## config.mk

```make
export PLATFORM = sky130hd
export DESIGN_NAME = tx_gcl_ctrl
export DESIGN_NICKNAME = d
export VERILOG_FILES = /design/src/rtl/tx_gcl_ctrl.sv
export SDC_FILE = /design/constraint.sdc
export NUM_CORES = 1
export LEC_CHECK = 0
export ABC_CLOCK_PERIOD_IN_PS = 4900
export CORE_MARGIN = 2
export CORE_UTILIZATION = 55
export CTS_BUF_LIST = sky130_fd_sc_hd__clkbuf_8
export CTS_CLUSTER_DIAMETER = 80
export DETAILED_ROUTE_END_ITERATION = 12
export PLACE_DENSITY = 0.71
export SKIP_CTS_REPAIR_TIMING = 1
export SLEW_MARGIN = 20
export SYNTH_ARGS = -nofsm -noshare
export SYNTH_HDL_FRONTEND = slang
export SYNTH_SLANG_ARGS = --single-unit
```

## constraint.sdc

```tcl
create_clock -name i_clk -period 4.9 [get_ports i_clk]
set_clock_uncertainty 0.1 [all_clocks]
set_input_delay 0.735 -clock i_clk [delete_from_list [all_inputs] [get_ports i_clk]]
set_output_delay 0.735 -clock i_clk [all_outputs]
set_load 0.02 [all_outputs]
```

## src/rtl/tx_gcl_ctrl.sv

```systemverilog
// Time-aware gate control list sequencer for one TX egress port.
// Steps a programmable list of {gate vector, dwell} entries and falls back to the admin gate vector when not running.
`timescale 1ns/1ps
module tx_gcl_ctrl #(
    parameter int PORT_FIFO_PRI_NUM = 8,
    parameter int GCL_DEPTH         = 16,
    parameter int INTERVAL_W        = 20,
    localparam int AW               = $clog2(GCL_DEPTH),
    localparam int LW               = AW + 1
) (
    input  logic                         i_clk,
    input  logic                         i_rst,
    input  logic                         i_gate_enable,
    input  logic [PORT_FIFO_PRI_NUM-1:0] i_admin_gate_states,
    input  logic [LW-1:0]                i_gcl_len,
    input  logic                         i_gcl_wr_en,
    input  logic [AW-1:0]                i_gcl_wr_addr,
    input  logic [PORT_FIFO_PRI_NUM-1:0] i_gcl_wr_state,
    input  logic [INTERVAL_W-1:0]        i_gcl_wr_interval,
    input  logic                         i_cycle_start,
    output logic [PORT_FIFO_PRI_NUM-1:0] o_ControlList_state,
    output logic [AW-1:0]                o_gcl_index,
    output logic                         o_cycle_done,
    output logic                         o_cfg_err
);

    typedef enum logic [1:0] {
        ST_IDLE,
        ST_WAIT_START,
        ST_RUN
    } state_t;

    localparam logic [LW-1:0]         LEN_MAX  = LW'(GCL_DEPTH);
    localparam logic [INTERVAL_W-1:0] INTV_ONE = INTERVAL_W'(1);

    logic [PORT_FIFO_PRI_NUM-1:0] r_state_mem [GCL_DEPTH];
    logic [INTERVAL_W-1:0]        r_intv_mem  [GCL_DEPTH];

    state_t                       r_fsm;
    logic [INTERVAL_W-1:0]        r_cnt;
    logic [AW-1:0]                r_index;
    logic [PORT_FIFO_PRI_NUM-1:0] r_out;
    logic                         r_done;
    logic                         r_cfg_err;

    state_t                       w_fsm_nxt;
    logic [INTERVAL_W-1:0]        w_cnt_nxt;
    logic [AW-1:0]                w_idx_nxt;
    logic [PORT_FIFO_PRI_NUM-1:0] w_out_nxt;
    logic                         w_done_nxt;
    logic                         w_len_legal;
    logic                         w_last;
    logic                         w_load;
    logic [AW-1:0]                w_ld_addr;
    logic [INTERVAL_W-1:0]        w_ld_intv;

    assign w_len_legal = (i_gcl_len != '0) && (i_gcl_len <= LEN_MAX);
    // Shrinking the length below the current index also wraps at the next advance.
    assign w_last      = ({1'b0, r_index} + LW'(1)) >= i_gcl_len;

    // NOTE: the list is a register array, so it gets a real reset value; a RAM-based list would not.
    always_ff @(posedge i_clk or negedge i_rst) begin
        if (!i_rst) begin
            for (int i = 0; i < GCL_DEPTH; i++) begin
                r_state_mem[i] <= '0;
                r_intv_mem[i]  <= INTV_ONE;
            end
        end else if (i_gcl_wr_en) begin
            r_state_mem[i_gcl_wr_addr] <= i_gcl_wr_state;
            r_intv_mem[i_gcl_wr_addr]  <= i_gcl_wr_interval;
        end
    end

    // NOTE: every combinational output is defaulted first so no path can infer a latch.
    always_comb begin
        w_fsm_nxt  = r_fsm;
        w_cnt_nxt  = r_cnt;
        w_idx_nxt  = r_index;
        w_out_nxt  = r_out;
        w_done_nxt = 1'b0;
        w_load     = 1'b0;
        w_ld_addr  = '0;

        if (!i_gate_enable || !w_len_legal) begin
            w_fsm_nxt = ST_IDLE;
            w_cnt_nxt = '0;
            w_idx_nxt = '0;
            w_out_nxt = i_admin_gate_states;
        end else begin
            unique case (r_fsm)
                ST_IDLE: begin
                    w_fsm_nxt = ST_WAIT_START;
                    w_out_nxt = i_admin_gate_states;
                end
                ST_WAIT_START: begin
                    w_out_nxt = i_admin_gate_states;
                    if (i_cycle_start) begin
                        w_fsm_nxt = ST_RUN;
                        w_load    = 1'b1;
                    end
                end
                ST_RUN: begin
                    if (i_cycle_start) begin
                        w_load = 1'b1;
                    end else if (r_cnt <= INTV_ONE) begin
                        w_load     = 1'b1;
                        w_done_nxt = w_last;
                        w_ld_addr  = w_last ? '0 : r_index + AW'(1);
                    end else begin
                        w_cnt_nxt = r_cnt - INTV_ONE;
                    end
                end
                default: w_fsm_nxt = ST_IDLE;
            endcase
        end

        // The array read sees pre-write contents, so a same-cycle rewrite lands on the next load.
        w_ld_intv = r_intv_mem[w_ld_addr];
        if (w_load) begin
            w_idx_nxt = w_ld_addr;
            w_out_nxt = r_state_mem[w_ld_addr];
            w_cnt_nxt = (w_ld_intv == '0) ? INTV_ONE : w_ld_intv;
        end
    end

    // NOTE: sequential state uses non-blocking assignments only, so every flop samples pre-edge values.
    always_ff @(posedge i_clk or negedge i_rst) begin
        if (!i_rst) begin
            r_fsm     <= ST_IDLE;
            r_cnt     <= '0;
            r_index   <= '0;
            r_out     <= '1;
            r_done    <= 1'b0;
            r_cfg_err <= 1'b0;
        end else begin
            r_fsm     <= w_fsm_nxt;
            r_cnt     <= w_cnt_nxt;
            r_index   <= w_idx_nxt;
            r_out     <= w_out_nxt;
            r_done    <= w_done_nxt;
            r_cfg_err <= i_gate_enable & ~w_len_legal;
        end
    end

    assign o_ControlList_state = r_out;
    assign o_gcl_index         = r_index;
    assign o_cycle_done        = r_done;
    assign o_cfg_err           = r_cfg_err;

endmodule

```

==> results.rst, run 1 <==
.. list-table::
   :header-rows: 1

   * - Metric
     - Value
   * - Worst setup SP type
     - register
   * - Number of hold violations in the final report
     - 12
   * - Largest fanout of any net on the critical path
     - 15
   * - Clock transition at the registers of the reported paths
     - 0.07 ns
   * - Synthesized instance count
     - 1864
   * - CP Class
     - reg -> reg
   * - CTS root buf
     - clkbuf_8
   * - Detailed-route wire length per cell
     - 26.3 um
   * - Horizontal die dimension
     - 210 um
   * - DRC
     - 0
   * - Final-report max-slew violation count
     - 0
   * - Routed vias/inst
     - 6.46
   * - Commonest register cell after synthesis
     - dfrtp_1
   * - Fraction of synthesis flops using an asynchronous set or reset pin
     - 1.00
   * - Proportion of synthesized chip area in sequential cells
     - 0.523
   * - First-pass iteration count of the detailed router
     - 6
   * - Relative slew slack
     - 0.264
   * - Synth top area cells
     - dfrtp_1 (50%), mux2_2 (23%), mux2i_1 (4.3%), dfstp_2 (2.7%), nand2_1 (1.9%)
   * - Avg Cell Area, Syn
     - 12.5 um2
   * - Synthesis-to-layout area growth
     - 14.5%
   * - Number of standard-cell rows in the floorplan
     - 75
   * - Routability-driven placement congestion ratio
     - 0.989
   * - Start point of the critical path
     - o_gcl_index[1]
   * - End of the worst register-to-register path
     - r_cnt[0]
   * - Most common library cells after synthesis
     - mux2_2 (478), dfrtp_1 (460), nand2_1 (115)
   * - Status
     - finished, violations left
   * - Highest Clock Rate
     - 0.226 GHz
   * - Routed Antenna Nets
     - 0
   * - HPWL after DPL
     - 42700 um
   * - Most common cell in the netlist
     - mux2_2
   * - Number of storage elements in the synthesis netlist
     - 484
   * - Area of placed instances
     - 24800 um2
   * - Setup repair after global routing missed its margin
     - no
   * - Overall via count from detail_route
     - 16600
   * - Worst-path cell chain
     - ha_4, xnor2_1, inv_1, ha_1, nand2_1, o21a_1, o2111ai_4, buf_4, nor2_1, buf_4, a22o_1, or4_1, o21ai_0, nor4_1, a41o_1
   * - Violated checks
     - hold timing
   * - Routed WL
     - 67300 um
   * - Setup crit end kind
     - register
   * - Number of I/O pins
     - 64
   * - Number of maximum-capacitance constraint violations
     - 0
   * - Critical register-to-register path startpoint
     - o_gcl_index[1]
   * - Post-synth EDFFs
     - 0
   * - Clock sink count
     - 484
   * - Floorplan Core Area
     - 41900 um2
   * - Fill cell count
     - 3221
   * - Final setup fails
     - 0
   * - Reg2reg path depth
     - 15
   * - Num CTS Buffers
     - 84
   * - Maximum count of clock buffers along a single path
     - 3
   * - Proportion of layout cells with a drive suffix above 1
     - 0.368
   * - Pin count of the biggest net entering global routing
     - 112
   * - Global router's overall resource usage
     - 0.312
   * - Port Buffers
     - 63
   * - Required time of the worst setup path
     - 5.34 ns
   * - Most used cell, CP
     - buf_4
   * - Leakage
     - 0.0113 uW
   * - Post-Syn Nets
     - 1927
   * - Syn Std Cell Area
     - 23200 um2
   * - Post-layout net count
     - 2019
   * - Vertical die dimension
     - 210 um
   * - Clock period minus worst slack
     - 4.43 ns
   * - Starting utilization of the core area
     - 0.555
   * - First-pass GRT wire length
     - 103000 um
   * - Detailed router's first-iteration violation count
     - 1759
   * - Critical path arrival
     - 4.87 ns
   * - TritonCTS clock tree
     - built
   * - Initial antenna violation count
     - 1
   * - Number of H-tree levels
     - 3
   * - Number of distinct library cell variants in the gate-level netlist after synthesis
     - 78
   * - Final hold slack
     - -0.0141 ns
   * - Least-Margin Pin Slew
     - 1.10 ns
   * - Die Outline Area
     - 43900 um2
   * - Ratio of final minimum period to clock period
     - 0.904
   * - Path category of the worst min-delay check
     - in -> async
   * - Gr ovfl total
     - 0
   * - Post-route setup TNS
     - 0 ns
   * - Number of warnings reported in the yosys synthesis log
     - 0
   * - Maximum vdd drop
     - 367 uV
   * - Via count of the first global-routing pass
     - 16700
   * - Insertion delay to the later sink of the worst-skew pair
     - 0.66 ns
   * - Power density over the cells
     - 416 nW/um2
   * - Post-route design area
     - 26600 um2
   * - R2r setup slk
     - 0.47 ns
   * - Share of Yosys cell area claimed by the top area cell type
     - 0.496
   * - Max stage delay cell, worst path
     - o2111ai_4
   * - Largest incremental delay on the critical path
     - 0.60 ns
   * - Leading area contributor after synthesis
     - dfrtp_1
## cells in the final DEF (no fill, tap or decap), drive strengths merged, types with 30 or more instances in the layout
master / instances
nand2: 116
nand3: 30
inv: 44
buf: 75
nor3: 39
a21oi: 30
nor2: 90
mux2: 478
clkbuf: 107
a211oi: 33
o22ai: 42
dfrtp: 460
mux2i: 99
clkdlybuf4s50: 62
## per-stage QoR
step	setup slack [ns]	hold WS (ns)	utilization	instances	power, uW
2_1_floorplan	0.659	0.339	-	1864	6520
6_report	0.471	-0.0141	0.636	2563	11100
3_5_place_dp	0.235	0.363	0.592	2409	7150
5_1_grt	0.228	0.0178	0.636	2563	11600
3_3_place_gp	0.345	0.365	0.592	2409	7040
4_1_cts	0.510	-0.0111	0.636	2562	11100
## report_power, final
group          internal, uW  leakage (uW)  switching, uW
sequential             4900       0.00594            462
combinational           974       0.00434            777
clock                  2240       0.00104           1710
total                  8110        0.0113           2950
## logic make-up (layout without fill, tap and decap cells)
logic type | count (synthesis) | after routing | share of synthesized area
other cells | 0 | 1 | 0
compound gates | 253 | 253 | 0.0799
flops | 484 | 484 | 0.523
buf+inv | 146 | 305 | 0.0253
simple gates | 363 | 363 | 0.0749
mux | 586 | 586 | 0.283
fa+ha+maj | 13 | 13 | 0.00700
xor+xnor | 19 | 19 | 0.00716
## cell type report
type / instances / area, um2 / share of cell area
clock buffer: 107 / 1470 / 0.0554
clock inverter: 46 / 352 / 0.0132
sequential: 484 / 12100 / 0.457
timing repair buffer: 137 / 1250 / 0.0471
tap: 539 / 674 / 0.0254
antenna: 1 / 2.50 / 0.0000941
multi-input combinational: 1234 / 10600 / 0.400
inverter: 15 / 56.3 / 0.00212
## worst max path at each step
stage | end | depth (start not counted) | slack, ns
2_1_floorplan | r_cnt[0] | 15 | 0.66
3_3_place_gp | r_cnt[0] | 13 | 0.35
3_5_place_dp | r_cnt[0] | 13 | 0.24
4_1_cts | r_cnt[0] | 15 | 0.51
5_1_grt | r_cnt[1] | 14 | 0.23
6_report | r_cnt[0] | 15 | 0.47
## flip-flops by register name, summed over array words and instances, names as in the netlist
| signal | count |
|---|---|
| r_intv_mem | 320 |
| o_gcl_index | 4 |
| o_ControlList_state | 8 |
| r_state_mem | 128 |
| r_cnt | 20 |
| o_cycle_done | 1 |
| o_cfg_err | 1 |
| r_fsm | 2 |
## critical path: cells and delay by family, from the launching register on
| kind | cells | cell delay (ns) |
|---|---|---|
| adders and majority gates | 2 | 0.60 |
| buffers and inverters | 3 | 0.60 |
| and+or+nand+nor | 4 | 0.75 |
| AOI/OAI and AO/OA | 5 | 1.51 |
| DFF | 1 | 0.57 |
| xor gates and xnor gates | 1 | 0.16 |
## layer usage
layer / part of all wire / GRT usage
met5: 0 / 0
met4: 0.033 / 0.105
met3: 0.075 / 0.0649
met2: 0.47 / 0.492
met1: 0.42 / 0.434
(Power assumes the default switching activity.)
==> inputs of run 2 (changes only) <==
--- a/config.mk
+++ b/config.mk
@@ -6,12 +6,14 @@
 export NUM_CORES = 1
 export LEC_CHECK = 0
 export ABC_CLOCK_PERIOD_IN_PS = 4900
+export CAP_MARGIN = 20
 export CORE_MARGIN = 2
 export CORE_UTILIZATION = 55
 export CTS_BUF_LIST = sky130_fd_sc_hd__clkbuf_8
 export CTS_CLUSTER_DIAMETER = 80
 export DETAILED_ROUTE_END_ITERATION = 12
-export PLACE_DENSITY = 0.71
+export GPL_ROUTABILITY_DRIVEN = 0
+export PLACE_DENSITY = 0.76
 export SKIP_CTS_REPAIR_TIMING = 1
 export SLEW_MARGIN = 20
 export SYNTH_ARGS = -nofsm -noshare
==> results.rst, run 2 (synthesis results as in run 1) <==
.. list-table::
   :header-rows: 1

   * - Metric
     - Value
   * - Status
     - completed
   * - Leakage
     - 0.0111 uW
   * - Highest Clock Rate
     - 0.226 GHz
   * - Clock period minus worst slack
     - 4.43 ns
   * - Register with the most flip-flops
     - r_intv_mem
   * - Antenna diodes
     - 0
   * - Overall power of the completed layout
     - 10500 uW
   * - Gr ovfl total
     - 0
   * - Horizontal die dimension
     - 210 um
   * - TritonCTS clock tree
     - built
   * - First-pass iteration count of the detailed router
     - 6
   * - CP Class
     - reg -> reg
   * - Floorplan Core Area
     - 41900 um2
   * - Insertion delay to the later sink of the worst-skew pair
     - 0.66 ns
   * - Required time of the worst setup path
     - 5.36 ns
   * - Port Buffers
     - 63
   * - CTS root buf
     - clkbuf_8
   * - Number of standard-cell rows in the floorplan
     - 75
   * - Start point of the critical path
     - o_gcl_index[1]
   * - Proportion of layout cells with a drive suffix above 1
     - 0.358
   * - Area of placed instances
     - 24700 um2
   * - Synthesis-to-layout area growth
     - 12.9%
   * - Final setup fails
     - 0
   * - Worst setup SP type
     - register
   * - Via count of the first global-routing pass
     - 17100
   * - Most frequent cells in the layout
     - mux2_2 (478), dfrtp_1 (459), nand2_1 (115)
   * - Maximum vdd drop
     - 273 uV
   * - Max FFs per register
     - 320
   * - Initial antenna violation count
     - 0
   * - Maximum count of clock buffers along a single path
     - 3
   * - Clock transition at the registers of the reported paths
     - 0.06 ns
   * - Ratio of final minimum period to clock period
     - 0.903
   * - Leading cell type in the layout, fill and taps excluded
     - mux2_2
   * - Detailed router's first-iteration violation count
     - 1822
   * - Least-Margin Pin Slew
     - 1.15 ns
   * - Overall via count from detail_route
     - 16500
   * - Registers with the most flip-flops
     - r_intv_mem (320), r_state_mem (128), r_cnt (20)
   * - Global router's overall resource usage
     - 0.303
   * - Routed vias/inst
     - 6.52
   * - Routed WL
     - 65100 um
   * - Pin count of the biggest net entering global routing
     - 137
   * - HPWL after DPL
     - 42000 um
   * - Number of maximum-capacitance constraint violations
     - 0
   * - Critical path arrival
     - 4.88 ns
   * - Largest fanout of any net on the critical path
     - 17
   * - Routed Antenna Nets
     - 0
   * - Power density over the cells
     - 401 nW/um2
   * - First-pass GRT wire length
     - 101000 um
   * - Number of H-tree levels
     - 3
   * - Num CTS Buffers
     - 79
   * - Number of hold violations in the final report
     - 0
   * - Relative slew slack
     - 0.232
   * - Path category of the worst min-delay check
     - in -> async
   * - Post-layout net count
     - 2004
   * - Final-report max-slew violation count
     - 0
   * - Vertical die dimension
     - 210 um
   * - DRC
     - 0
   * - Number of I/O pins
     - 64
   * - Critical register-to-register path startpoint
     - o_gcl_index[1]
   * - Clock sink count
     - 484
   * - Post-route design area
     - 26200 um2
   * - Setup crit end kind
     - register
   * - Detailed-route wire length per cell
     - 25.7 um
   * - Starting utilization of the core area
     - 0.555
   * - Post-route setup TNS
     - 0 ns
   * - Setup repair after global routing missed its margin
     - no
   * - Die Outline Area
     - 43900 um2
run 2: cell types whose count changed in the layout (fill, tap and decap cells not counted), sizes merged:
cell      before  now
inv           44   47
clkinvlp       2    1
buf           75   65
diode          1    0
clkinv        10    5
bufinv         5    0
clkbuf       107   97
run 2: report_power, final:
part           leakage (uW)  internal (uW)  switching [uW]
clock              0.000886           1780            1600
combinational       0.00429            976             806
sequential          0.00594           4900             459
total                0.0111           7660            2860
run 2: final timing paths:
kind                       cells after the start                     end  slack (ns)
min in group i_clk                             2  o_ControlList_state[4]        0.38
max reg2reg                                   12  o_ControlList_state[7]        0.47
max                                           12  o_ControlList_state[7]        0.47
min                                            1         r_intv_mem[118]        0.01
max in group asynchronous                      2         r_intv_mem[215]        3.43
min reg2reg                                    2  o_ControlList_state[4]        0.38
run 2: critical path, cell delays in order (launching register included):
cell       delay [ns]
dfrtp_1          0.58
ha_4             0.30
and3_1           0.27
ha_1             0.28
a21o_1           0.25
nor3_1           0.43
o2111ai_4        0.44
buf_4            0.31
nor2_1           0.37
nand2_1          0.37
o211ai_1         0.29
nor2_1           0.06
o31ai_1          0.26
run 2: layout make-up:
type | count | area (um2)
Clock buffer | 97 | 1340
Clock inverter | 38 | 175
Fill cell | 3183 | 15600
Inverter | 15 | 56.3
Multi-Input combinational cell | 1234 | 10700
Sequential cell | 484 | 12100
Tap cell | 539 | 674
Timing Repair Buffer | 127 | 1200
run 2: stage by stage:
stage | std cells | hold WS (ns) | setup WS [ns] | utilization
floorplan | 1864 | 0.339 | 0.659 | -
global placement | 2398 | 0.364 | 0.518 | 0.590
CTS | 2534 | 0.0766 | 0.583 | 0.627
global route | 2534 | 0.0860 | 0.202 | 0.627
detailed placement | 2399 | 0.372 | 0.360 | 0.591
finish | 2534 | 0.0106 | 0.475 | 0.627
run 2: metal layers:
layer  GRT usage  wire, um  share of wire
met5           0         0              0
met4       0.144      3120          0.048
met1       0.411     26700           0.41
met3      0.0721      5720          0.088
met2       0.464     29600           0.45
